--- config.mk ---
export PLATFORM = sky130hd
export DESIGN_NAME = qaccel_stream_bridge_flat
export DESIGN_NICKNAME = d
export VERILOG_FILES = /design/src/rtl/qaccel_stream_bridge_if.sv /design/src/rtl/qaccel_stream_bridge.sv /design/src/flat_wrapper.sv
export SDC_FILE = /design/constraint.sdc
export NUM_CORES = 1
export LEC_CHECK = 0
export ABC_AREA = 1
export BUFFER_PORTS_ARGS = -buffer_cell sky130_fd_sc_hd__buf_2
export CAP_MARGIN = 0
export CORE_UTILIZATION = 60
export DETAILED_ROUTE_END_ITERATION = 16
export PLACE_DENSITY_LB_ADDON = 0.2
export SLEW_MARGIN = 20
export SYNTH_ARGS = -nofsm -noshare
export SYNTH_HDL_FRONTEND = slang
export SYNTH_SLANG_ARGS = --single-unit
--- constraint.sdc ---
create_clock -name clk -period 6.6 [get_ports clk]
set_input_delay 0.66 -clock clk [delete_from_list [all_inputs] [get_ports clk]]
set_output_delay 0.66 -clock clk [all_outputs]
set_load 0.02 [all_outputs]
--- src/rtl/qaccel_stream_bridge_if.sv ---
// Bus bundle between the host-side stream bridge and its environment:
// upstream operand stream, accelerator issue/return lines, downstream
// result stream and bridge status. The master modport is the bridge view,
// the slave modport is the view of whatever surrounds the bridge.
interface qaccel_stream_bridge_if #(
  parameter int DATA_WIDTH = 32,
  parameter int FIFO_DEPTH = 8
);
  localparam int CW = $clog2(FIFO_DEPTH) + 1;

  logic                           s_valid;
  logic                           s_ready;
  logic signed [DATA_WIDTH-1:0]   s_a;
  logic signed [DATA_WIDTH-1:0]   s_b;
  logic signed [DATA_WIDTH-1:0]   s_c;
  logic signed [DATA_WIDTH-1:0]   s_d;

  logic                           acc_valid_in;
  logic signed [DATA_WIDTH-1:0]   acc_a;
  logic signed [DATA_WIDTH-1:0]   acc_b;
  logic signed [DATA_WIDTH-1:0]   acc_c;
  logic signed [DATA_WIDTH-1:0]   acc_d;
  logic signed [2*DATA_WIDTH-1:0] acc_q;
  logic                           acc_valid_out;

  logic                           m_valid;
  logic                           m_ready;
  logic signed [2*DATA_WIDTH-1:0] m_q;

  logic [CW-1:0]                  in_flight;
  logic [CW-1:0]                  fifo_level;
  logic                           err_overflow;
  logic                           err_unexpected;

  modport master (
    input  s_valid, s_a, s_b, s_c, s_d,
    input  acc_q, acc_valid_out,
    input  m_ready,
    output s_ready,
    output acc_valid_in, acc_a, acc_b, acc_c, acc_d,
    output m_valid, m_q,
    output in_flight, fifo_level, err_overflow, err_unexpected
  );

  modport slave (
    output s_valid, s_a, s_b, s_c, s_d,
    output acc_q, acc_valid_out,
    output m_ready,
    input  s_ready,
    input  acc_valid_in, acc_a, acc_b, acc_c, acc_d,
    input  m_valid, m_q,
    input  in_flight, fifo_level, err_overflow, err_unexpected
  );
endinterface

--- src/rtl/qaccel_stream_bridge.sv ---
// Ready/valid wrapper around the Q formula accelerator. Operand tuples are
// passed straight through to the accelerator when a credit is available;
// every returning result lands in a first-word-fall-through FIFO that feeds
// the downstream consumer in issue order. A request is only issued when the
// FIFO is guaranteed to have room for its result, so the accelerator (which
// cannot be stalled) never loses data under correct operation.
module qaccel_stream_bridge #(
  parameter int DATA_WIDTH = 32,
  parameter int FIFO_DEPTH = 8
) (
  input  logic                   clk,
  input  logic                   reset,
  qaccel_stream_bridge_if.master bus
);
  localparam int AW = $clog2(FIFO_DEPTH);
  localparam int CW = AW + 1;
  localparam logic [CW-1:0] DEPTH_C = CW'(FIFO_DEPTH);

  logic signed [2*DATA_WIDTH-1:0] r_mem [FIFO_DEPTH];
  logic [AW-1:0] r_wrPtr;
  logic [AW-1:0] r_rdPtr;
  logic [CW-1:0] r_level;
  logic [CW-1:0] r_inFlight;
  logic          r_errOverflow;
  logic          r_errUnexpected;

  logic [CW:0]   w_credits;
  logic          w_sReady;
  logic          w_issue;
  logic          w_ret;
  logic          w_full;
  logic          w_mValid;
  logic          w_pop;
  logic          w_push;
  logic [CW-1:0] w_levelNext;
  logic [CW-1:0] w_inFlightNext;

  // Credits are derived from registered counters only, so s_ready never
  // combinationally depends on s_valid; reset forces it low.
  assign w_credits = {1'b0, r_level} + {1'b0, r_inFlight};
  assign w_sReady  = !reset && (w_credits < {1'b0, DEPTH_C});
  assign w_issue   = bus.s_valid && w_sReady;
  assign w_ret     = bus.acc_valid_out;
  assign w_full    = (r_level == DEPTH_C);
  assign w_mValid  = (r_level != '0);
  assign w_pop     = w_mValid && bus.m_ready;
  // A full FIFO still accepts a result when the head leaves in the same cycle.
  assign w_push    = w_ret && (!w_full || w_pop);

  assign bus.s_ready        = w_sReady;
  assign bus.acc_valid_in   = w_issue;
  assign bus.acc_a          = bus.s_a;
  assign bus.acc_b          = bus.s_b;
  assign bus.acc_c          = bus.s_c;
  assign bus.acc_d          = bus.s_d;
  assign bus.m_valid        = w_mValid;
  assign bus.m_q            = w_mValid ? r_mem[r_rdPtr] : '0;
  assign bus.in_flight      = r_inFlight;
  assign bus.fifo_level     = r_level;
  assign bus.err_overflow   = r_errOverflow;
  assign bus.err_unexpected = r_errUnexpected;

  // Outstanding-request count: issue adds, return subtracts, and a return
  // with nothing outstanding leaves the count pinned at zero.
  always_comb begin
    w_inFlightNext = r_inFlight;
    case ({w_issue, w_ret})
      2'b10:   w_inFlightNext = r_inFlight + 1'b1;
      2'b01:   if (r_inFlight != '0) w_inFlightNext = r_inFlight - 1'b1;
      default: w_inFlightNext = r_inFlight;
    endcase
  end

  // FIFO occupancy follows accepted pushes and pops; both together cancel.
  always_comb begin
    w_levelNext = r_level;
    if (w_push && !w_pop) begin
      w_levelNext = r_level + 1'b1;
    end else if (!w_push && w_pop) begin
      w_levelNext = r_level - 1'b1;
    end
  end

  // Pointers, counters and sticky error flags; pointers wrap naturally
  // because the depth is a power of two.
  always_ff @(posedge clk) begin
    if (reset) begin
      r_wrPtr         <= '0;
      r_rdPtr         <= '0;
      r_level         <= '0;
      r_inFlight      <= '0;
      r_errOverflow   <= 1'b0;
      r_errUnexpected <= 1'b0;
    end else begin
      if (w_push) r_wrPtr <= r_wrPtr + 1'b1;
      if (w_pop)  r_rdPtr <= r_rdPtr + 1'b1;
      r_level    <= w_levelNext;
      r_inFlight <= w_inFlightNext;
      if (w_ret && w_full && !w_pop) r_errOverflow <= 1'b1;
      if (w_ret && (r_inFlight == '0)) r_errUnexpected <= 1'b1;
    end
  end

  // Result storage; contents need no reset because the level gates m_valid.
  always_ff @(posedge clk) begin
    if (w_push) r_mem[r_wrPtr] <= bus.acc_q;
  end
endmodule

--- src/flat_wrapper.sv ---
// flat-port wrapper written by rule: the top's interface ports become plain ports
module qaccel_stream_bridge_flat 
#(
  parameter int DATA_WIDTH = 32,
  parameter int FIFO_DEPTH = 8
)
  (clk, reset, bus_s_valid, bus_s_a, bus_s_b, bus_s_c, bus_s_d, bus_acc_q, bus_acc_valid_out, bus_m_ready, bus_s_ready, bus_acc_valid_in, bus_acc_a, bus_acc_b, bus_acc_c, bus_acc_d, bus_m_valid, bus_m_q, bus_in_flight, bus_fifo_level, bus_err_overflow, bus_err_unexpected);
  qaccel_stream_bridge_if #(.DATA_WIDTH(DATA_WIDTH), .FIFO_DEPTH(FIFO_DEPTH)) bus_i ();
  input  logic clk;
  input  logic reset;
  input wire logic [$bits(bus_i.s_valid)-1:0] bus_s_valid;
  input wire logic [$bits(bus_i.s_a)-1:0] bus_s_a;
  input wire logic [$bits(bus_i.s_b)-1:0] bus_s_b;
  input wire logic [$bits(bus_i.s_c)-1:0] bus_s_c;
  input wire logic [$bits(bus_i.s_d)-1:0] bus_s_d;
  input wire logic [$bits(bus_i.acc_q)-1:0] bus_acc_q;
  input wire logic [$bits(bus_i.acc_valid_out)-1:0] bus_acc_valid_out;
  input wire logic [$bits(bus_i.m_ready)-1:0] bus_m_ready;
  output wire logic [$bits(bus_i.s_ready)-1:0] bus_s_ready;
  output wire logic [$bits(bus_i.acc_valid_in)-1:0] bus_acc_valid_in;
  output wire logic [$bits(bus_i.acc_a)-1:0] bus_acc_a;
  output wire logic [$bits(bus_i.acc_b)-1:0] bus_acc_b;
  output wire logic [$bits(bus_i.acc_c)-1:0] bus_acc_c;
  output wire logic [$bits(bus_i.acc_d)-1:0] bus_acc_d;
  output wire logic [$bits(bus_i.m_valid)-1:0] bus_m_valid;
  output wire logic [$bits(bus_i.m_q)-1:0] bus_m_q;
  output wire logic [$bits(bus_i.in_flight)-1:0] bus_in_flight;
  output wire logic [$bits(bus_i.fifo_level)-1:0] bus_fifo_level;
  output wire logic [$bits(bus_i.err_overflow)-1:0] bus_err_overflow;
  output wire logic [$bits(bus_i.err_unexpected)-1:0] bus_err_unexpected;
  assign bus_i.s_valid = bus_s_valid;
  assign bus_i.s_a = bus_s_a;
  assign bus_i.s_b = bus_s_b;
  assign bus_i.s_c = bus_s_c;
  assign bus_i.s_d = bus_s_d;
  assign bus_i.acc_q = bus_acc_q;
  assign bus_i.acc_valid_out = bus_acc_valid_out;
  assign bus_i.m_ready = bus_m_ready;
  assign bus_s_ready = bus_i.s_ready;
  assign bus_acc_valid_in = bus_i.acc_valid_in;
  assign bus_acc_a = bus_i.acc_a;
  assign bus_acc_b = bus_i.acc_b;
  assign bus_acc_c = bus_i.acc_c;
  assign bus_acc_d = bus_i.acc_d;
  assign bus_m_valid = bus_i.m_valid;
  assign bus_m_q = bus_i.m_q;
  assign bus_in_flight = bus_i.in_flight;
  assign bus_fifo_level = bus_i.fifo_level;
  assign bus_err_overflow = bus_i.err_overflow;
  assign bus_err_unexpected = bus_i.err_unexpected;
  qaccel_stream_bridge #(.DATA_WIDTH(DATA_WIDTH), .FIFO_DEPTH(FIFO_DEPTH)) u_core (.clk(clk), .reset(reset), .bus(bus_i));
endmodule
==> impl_metrics.csv, run 1 <==
group,metric,value,unit
floorplanning,die_y,194,um
synthesis,synth-edff-count,512,
final_layout,drive_above_1_share,0.159,
clock_network,clkTransAtPathRegs,60,ps
synthesis,yosysMostFrequentCell,"nor2_1",
clock_network,cts_resized,0,
synthesis,synth_nets,1938,
place,port_buffers,145,
floorplanning,die_w,194,um
place,detailed_place_hpwl,28900,um
clock_network,insertion_delay,590,ps
synthesis,synth.distinct_cells,27,
critical_path,cp.arrival,3810,ps
global_routing,grt_antenna_before_repair,7,
floorplanning,start_util,0.608,
global_routing,grt_pass1_vias,13000,
synthesis,synth_cells,1729,
global_routing,gr-total-overflow,0,
clock_network,cts_max_level,2,
critical_path,worstSetupStartpointType,"flop",
floorplanning,io_pins,402,
critical_path,cp-end-kind,"output port",
clock_network,clock_sinks,531,
final_layout,finalNetCount,1921,
sta,fmax,0.224,GHz
drt,dr_total_vias,13400,
sta,relSlewSlack,0.284,
place,place_area,0.0223,mm2
final_layout,post-route-util,0.651,
sta,layout_setup_ws,2130,ps
job,maxCapViolations,0,
drt,wire_per_inst,23.4,um
floorplanning,dieArea,0.0378,mm2
synthesis,ys_seq_area_frac,0.710,
power_and_ir_drop,powerDensity,401,mW/mm2
clock_network,clockBufferDepth,3,
sta,worst_pin_slew,1070,ps
global_routing,grt_pass1_wl,78300,um
sta,setup_tns,0,ps
critical_path,critPathKind,"flop to output port",
floorplanning,placeableCoreArea,0.0365,mm2
synthesis,ys_async_sr_fraction,0,
synthesis,synth_top_flop_cell,"edfxtp_1",
sta,rsz0062_at_grt,"false",
place,dp_slack,2780,ps
critical_path,path_max_fanout,127,
drt,ant_nets,0,
clock_network,cts_tree,"done",
sta,skew,11.6,ps
power_and_ir_drop,p_leak,0.00816,uW
drt,first_pass_iters,5,
final_layout,fill_cells,2637,
power_and_ir_drop,vdd_ir_drop_max,439,uV
clock_network,cts_root_buf,"clkbuf_16",
clock_network,ctsHoldBuffers,0,
synthesis,synth_area_per_cell,12.8,um2
drt,vias_per_cell,6.03,
sta,drv_slew,0,
final_layout,finish.instance_area,0.0238,mm2
drt,routed_wl,52100,um
outcome,outcome,"completed",
floorplanning,row_count,70,
synthesis,yosysWarnings,0,
drt,drcViolationCount,0,
synthesis,synth_seq_cells,531,
synthesis,ys_top_cells_by_count,"531 x nor2_1, 512 x edfxtp_1, 170 x o21ai_0, 130 x buf_4, 88 x o32ai_1",
synthesis,netlist_area,0.0222,mm2
place,gp_congestion,0.768,
min_path,hp-class,"input port to flop",
sta,period_needed,4470,ps
synthesis,synth_top_cell_by_area,"edfxtp_1",
clock_network,cts_buffers,51,
critical_path,cp.required,5940,ps
sta,hold_viol_final,0,
sta,finalSetupViolCount,0,
drt,first_iter_violations,1261,
clock_network,post-cts-setup-buffer-count,0,
global_routing,gr-usage-all-layers,0.277,
synthesis,synth_top_area_frac,0.693,
final_layout,area_growth,7.13,%
synthesis,synthTopCellsByArea,"edfxtp_1 69%, nor2_1 9.0%, buf_4 4.4%",
sta,finalCritPeriodShare,0.678,
global_routing,grt_max_degree,161,
[state kept, by name, summed over array words and instances, names as in the netlist, named ones only]
register and flops:
u_core.bus.err_overflow 1, u_core.bus.err_unexpected 1, u_core.bus.fifo_level 4, u_core.bus.in_flight 4
u_core.r_mem 512, u_core.r_rdPtr 3, u_core.r_wrPtr 3
[layer usage]
layer	GRT usage	vias up	routed length [um]
li1	-	6099	-
met1	0.347	6496	20000
met2	0.436	644	24800
met3	0.112	126	5650
met4	0.0961	12	1440
met5	0.00894	-	101
[critical path, stage by stage (launching register included)]
cell,delay (ps)
dfxtp_4,650
inv_8,680
buf_4,780
nor2_1,80
o32ai_1,240
nor2_1,60
nor2_1,360
buf_2,240
[layout by cell type, fill, tap and decap left out, drive strengths merged, types with 10 or more instances in the layout]
cell type | Yosys | layout
a21oi | 14 | 14
buf | 175 | 163
clkbuf | 58 | 69
clkinv | 1 | 17
dfxtp | 19 | 19
edfxtp | 512 | 512
ha | 10 | 10
inv | 29 | 32
nand2 | 32 | 32
nand3 | 11 | 11
nor2 | 531 | 531
o21ai | 198 | 198
o32ai | 128 | 128
[area by class of cell]
cell class	instances	area (um2)	area share
inverter	30	121	0.00510
antenna	2	5.00	0.000210
clock buffer	69	1350	0.0569
multi-input combinational	935	4940	0.208
sequential	531	15800	0.663
tap	468	586	0.0246
clock inverter	22	135	0.00568
timing repair buffer	163	873	0.0367
[cell families after synthesis]
family,share of synthesized area
AOI/OAI and AO/OA,0.112
xor gates and xnor gates,0.00118
adders and majority gates,0.00744
buffers and inverters,0.0705
DFF,0.710
and+or+nand+nor,0.0987
[worst paths after layout]
path | slack, ps | cells after the start | from | endpoint
setup / recovery | 2130 | 7 | flop | bus_m_q[7]
hold / removal | 340 | 1 | bus_acc_q[14] | u_core.r_mem[1][14]$_DFFE_PP_
setup reg to reg | 3380 | 7 | u_core.bus.fifo_level[0]$_SDFFE_PP0P_ | u_core.r_mem[4][30]$_DFFE_PP_
hold reg to reg | 460 | 2 | u_core.r_rdPtr[2]$_SDFFE_PP0N_ | flop
[where the power goes]
group	leakage [uW]	internal (uW)	switching, uW
Clock	0.000716	1470	1170
Combinational	0.00263	930	1910
Sequential	0.00481	3870	177
Total	0.00816	6270	3270
[stage by stage]
step	hold WS (ps)	power [uW]	std cells
finish	338	9540	2220
global route	323	10000	2220
CTS	311	9590	2218
detailed placement	449	6970	2127
global placement	437	6910	2127
floorplan	433	6210	1729
Power figures use the tool's default switching activity.
==> run 2, diff against run 1 <==
--- a/config.mk
+++ b/config.mk
@@ -8,7 +8,7 @@
 export ABC_AREA = 1
 export BUFFER_PORTS_ARGS = -buffer_cell sky130_fd_sc_hd__buf_2
 export CAP_MARGIN = 0
-export CORE_UTILIZATION = 60
+export CORE_UTILIZATION = 56
 export DETAILED_ROUTE_END_ITERATION = 16
 export PLACE_DENSITY_LB_ADDON = 0.2
 export SLEW_MARGIN = 20
==> constraint.sdc (replaced) <==
create_clock -name clk -period 4.3 [get_ports clk]
set_input_delay 0.43 -clock clk [delete_from_list [all_inputs] [get_ports clk]]
set_output_delay 0.43 -clock clk [all_outputs]
set_load 0.02 [all_outputs]
==> run 2 against run 1 <==
Power rose by 59%. Cell count rose by 3.1%. Critical path depth fell by 1. Routed wire length fell by 1.1%. Critical path type unchanged. Critical endpoint is now bus_m_q[12]. Largest cell class unchanged.
==> impl_metrics.csv, run 2 (synthesis results as in run 1) <==
group,metric,value,unit
clock_network,clockBufferDepth,3,
final_layout,finalNetCount,1933,
sta,rsz0062_at_grt,"false",
clock_network,clock_sinks,531,
global_routing,gr-total-overflow,0,
critical_path,cp.arrival,2860,ps
sta,hold_slack,114,ps
critical_path,worstSetupStartpointType,"flop",
sta,finalCritPeriodShare,0.765,
power_and_ir_drop,powerDensity,624,mW/mm2
final_layout,largest_register_ffs,512,
drt,vias_per_cell,5.85,
final_layout,layout_common_cells,"523 x nor2_1, 512 x edfxtp_1, 170 x o21ai_0, 145 x buf_2, 88 x o32ai_1",
critical_path,cp-end-kind,"output port",
final_layout,post-route-util,0.623,
sta,period_needed,3290,ps
critical_path,cp.required,3870,ps
global_routing,gr-usage-all-layers,0.254,
min_path,hp-class,"input port to flop",
place,place_area,0.0226,mm2
drt,ant_nets,0,
floorplanning,start_util,0.570,
drt,first_pass_iters,5,
sta,skew,11.7,ps
final_layout,drive_above_1_share,0.169,
final_layout,layout_commonest_cell,"nor2_1",
clock_network,cts_resized,0,
clock_network,post-cts-setup-buffer-count,0,
sta,worst_pin_slew,1110,ps
final_layout,area_growth,9.18,%
global_routing,grt_pass1_vias,13400,
final_layout,multi_input_comb_area,0.00494,mm2
final_layout,fill_cells,2982,
outcome,outcome,"completed",
sta,finalSetupViolCount,0,
clock_network,clkTransAtPathRegs,60,ps
final_layout,seqCellArea,0.0158,mm2
clock_network,insertion_delay,580,ps
place,port_buffers,145,
power_and_ir_drop,p_leak,0.00834,uW
global_routing,grt_max_degree,257,
sta,hold_viol_final,0,
sta,drv_slew,0,
place,detailed_place_hpwl,28500,um
clock_network,cts_root_buf,"clkbuf_16",
floorplanning,die_y,201,um
floorplanning,die_w,201,um
sta,setup_tns,0,ps
clock_network,cts_tree,"done",
drt,routed_wl,51500,um
floorplanning,dieArea,0.0404,mm2
critical_path,ff2ff_setup_slack,1620,ps
global_routing,grt_antenna_before_repair,7,
sta,relSlewSlack,0.262,
global_routing,grt_pass1_wl,78200,um
power_and_ir_drop,vdd_ir_drop_max,581,uV
drt,wire_per_inst,22.5,um
drt,drcViolationCount,0,
sta,fmax,0.304,GHz
clock_network,cts_buffers,53,
job,maxCapViolations,0,
place,gp_congestion,0.781,
critical_path,path_max_fanout,77,
floorplanning,row_count,72,
drt,first_iter_violations,1043,
floorplanning,io_pins,402,
power_and_ir_drop,power,15100,uW
clock_network,cts_max_level,2,
critical_path,critPathKind,"flop to output port",
final_layout,finish.instance_area,0.0242,mm2
floorplanning,placeableCoreArea,0.0389,mm2
final_layout,top_register,"u_core.r_mem",
drt,dr_total_vias,13400,
clock_network,ctsHoldBuffers,0,
run 2: changes by cell type in the layout (fill, tap and decap cells not counted), moves of 2 or more:
cell,previous run,this run
clkbuf_1,17,12
inv_6,3,1
clkbuf_16,51,53
bufinv_16,1,5
buf_12,1,13
clkinv_2,4,9
diode_2,2,5
buf_4,17,15
run 2: area by class of cell:
type,instances,share of cell area
Sequential cell,531,0.650
Multi-Input combinational cell,935,0.204
Clock buffer,65,0.0566
Timing Repair Buffer,173,0.0453
Tap cell,518,0.0267
Clock inverter,31,0.0114
Inverter,30,0.00506
Antenna cell,5,0.000516
run 2: stage by stage:
stage	std cells	setup slack, ps
detailed placement	2187	1550
CTS	2283	986
global placement	2187	1590
floorplan	1729	67.4
global route	2283	840
finish	2288	1010
run 2: worst paths after layout:
kind                                           from                                     end  cells after the start
max reg2reg   u_core.bus.fifo_level[0]$_SDFFE_PP0P_            u_core.r_mem[6][5]$_DFFE_PP_                      7
min reg2reg  u_core.bus.err_unexpected$_SDFFE_PP0P_  u_core.bus.err_unexpected$_SDFFE_PP0P_                      2
min                                   bus_acc_q[24]           u_core.r_mem[2][24]$_DFFE_PP_                      1
max                                            flop                             bus_m_q[12]                      6
run 2: metal layers:
metal  up-vias  share of wire  track usage
met5         -         0.0017       0.0107
met4        10          0.024       0.0862
met3       121          0.096       0.0803
met2       603           0.48        0.409
met1      6517           0.40        0.325
li1       6134              -            -
run 2: power breakdown:
group	switching [uW]	internal [uW]	leakage [uW]
combinational	3100	1490	0.00273
clock	1870	2560	0.000803
sequential	179	5930	0.00481
run 2: worst max-delay path: stages (launching register included):
cell     delay [ps]
dfxtp_4         910
buf_4           440
o21ai_0         160
o32ai_1         170
nor2_1           70
nor2_1          280
buf_2           220
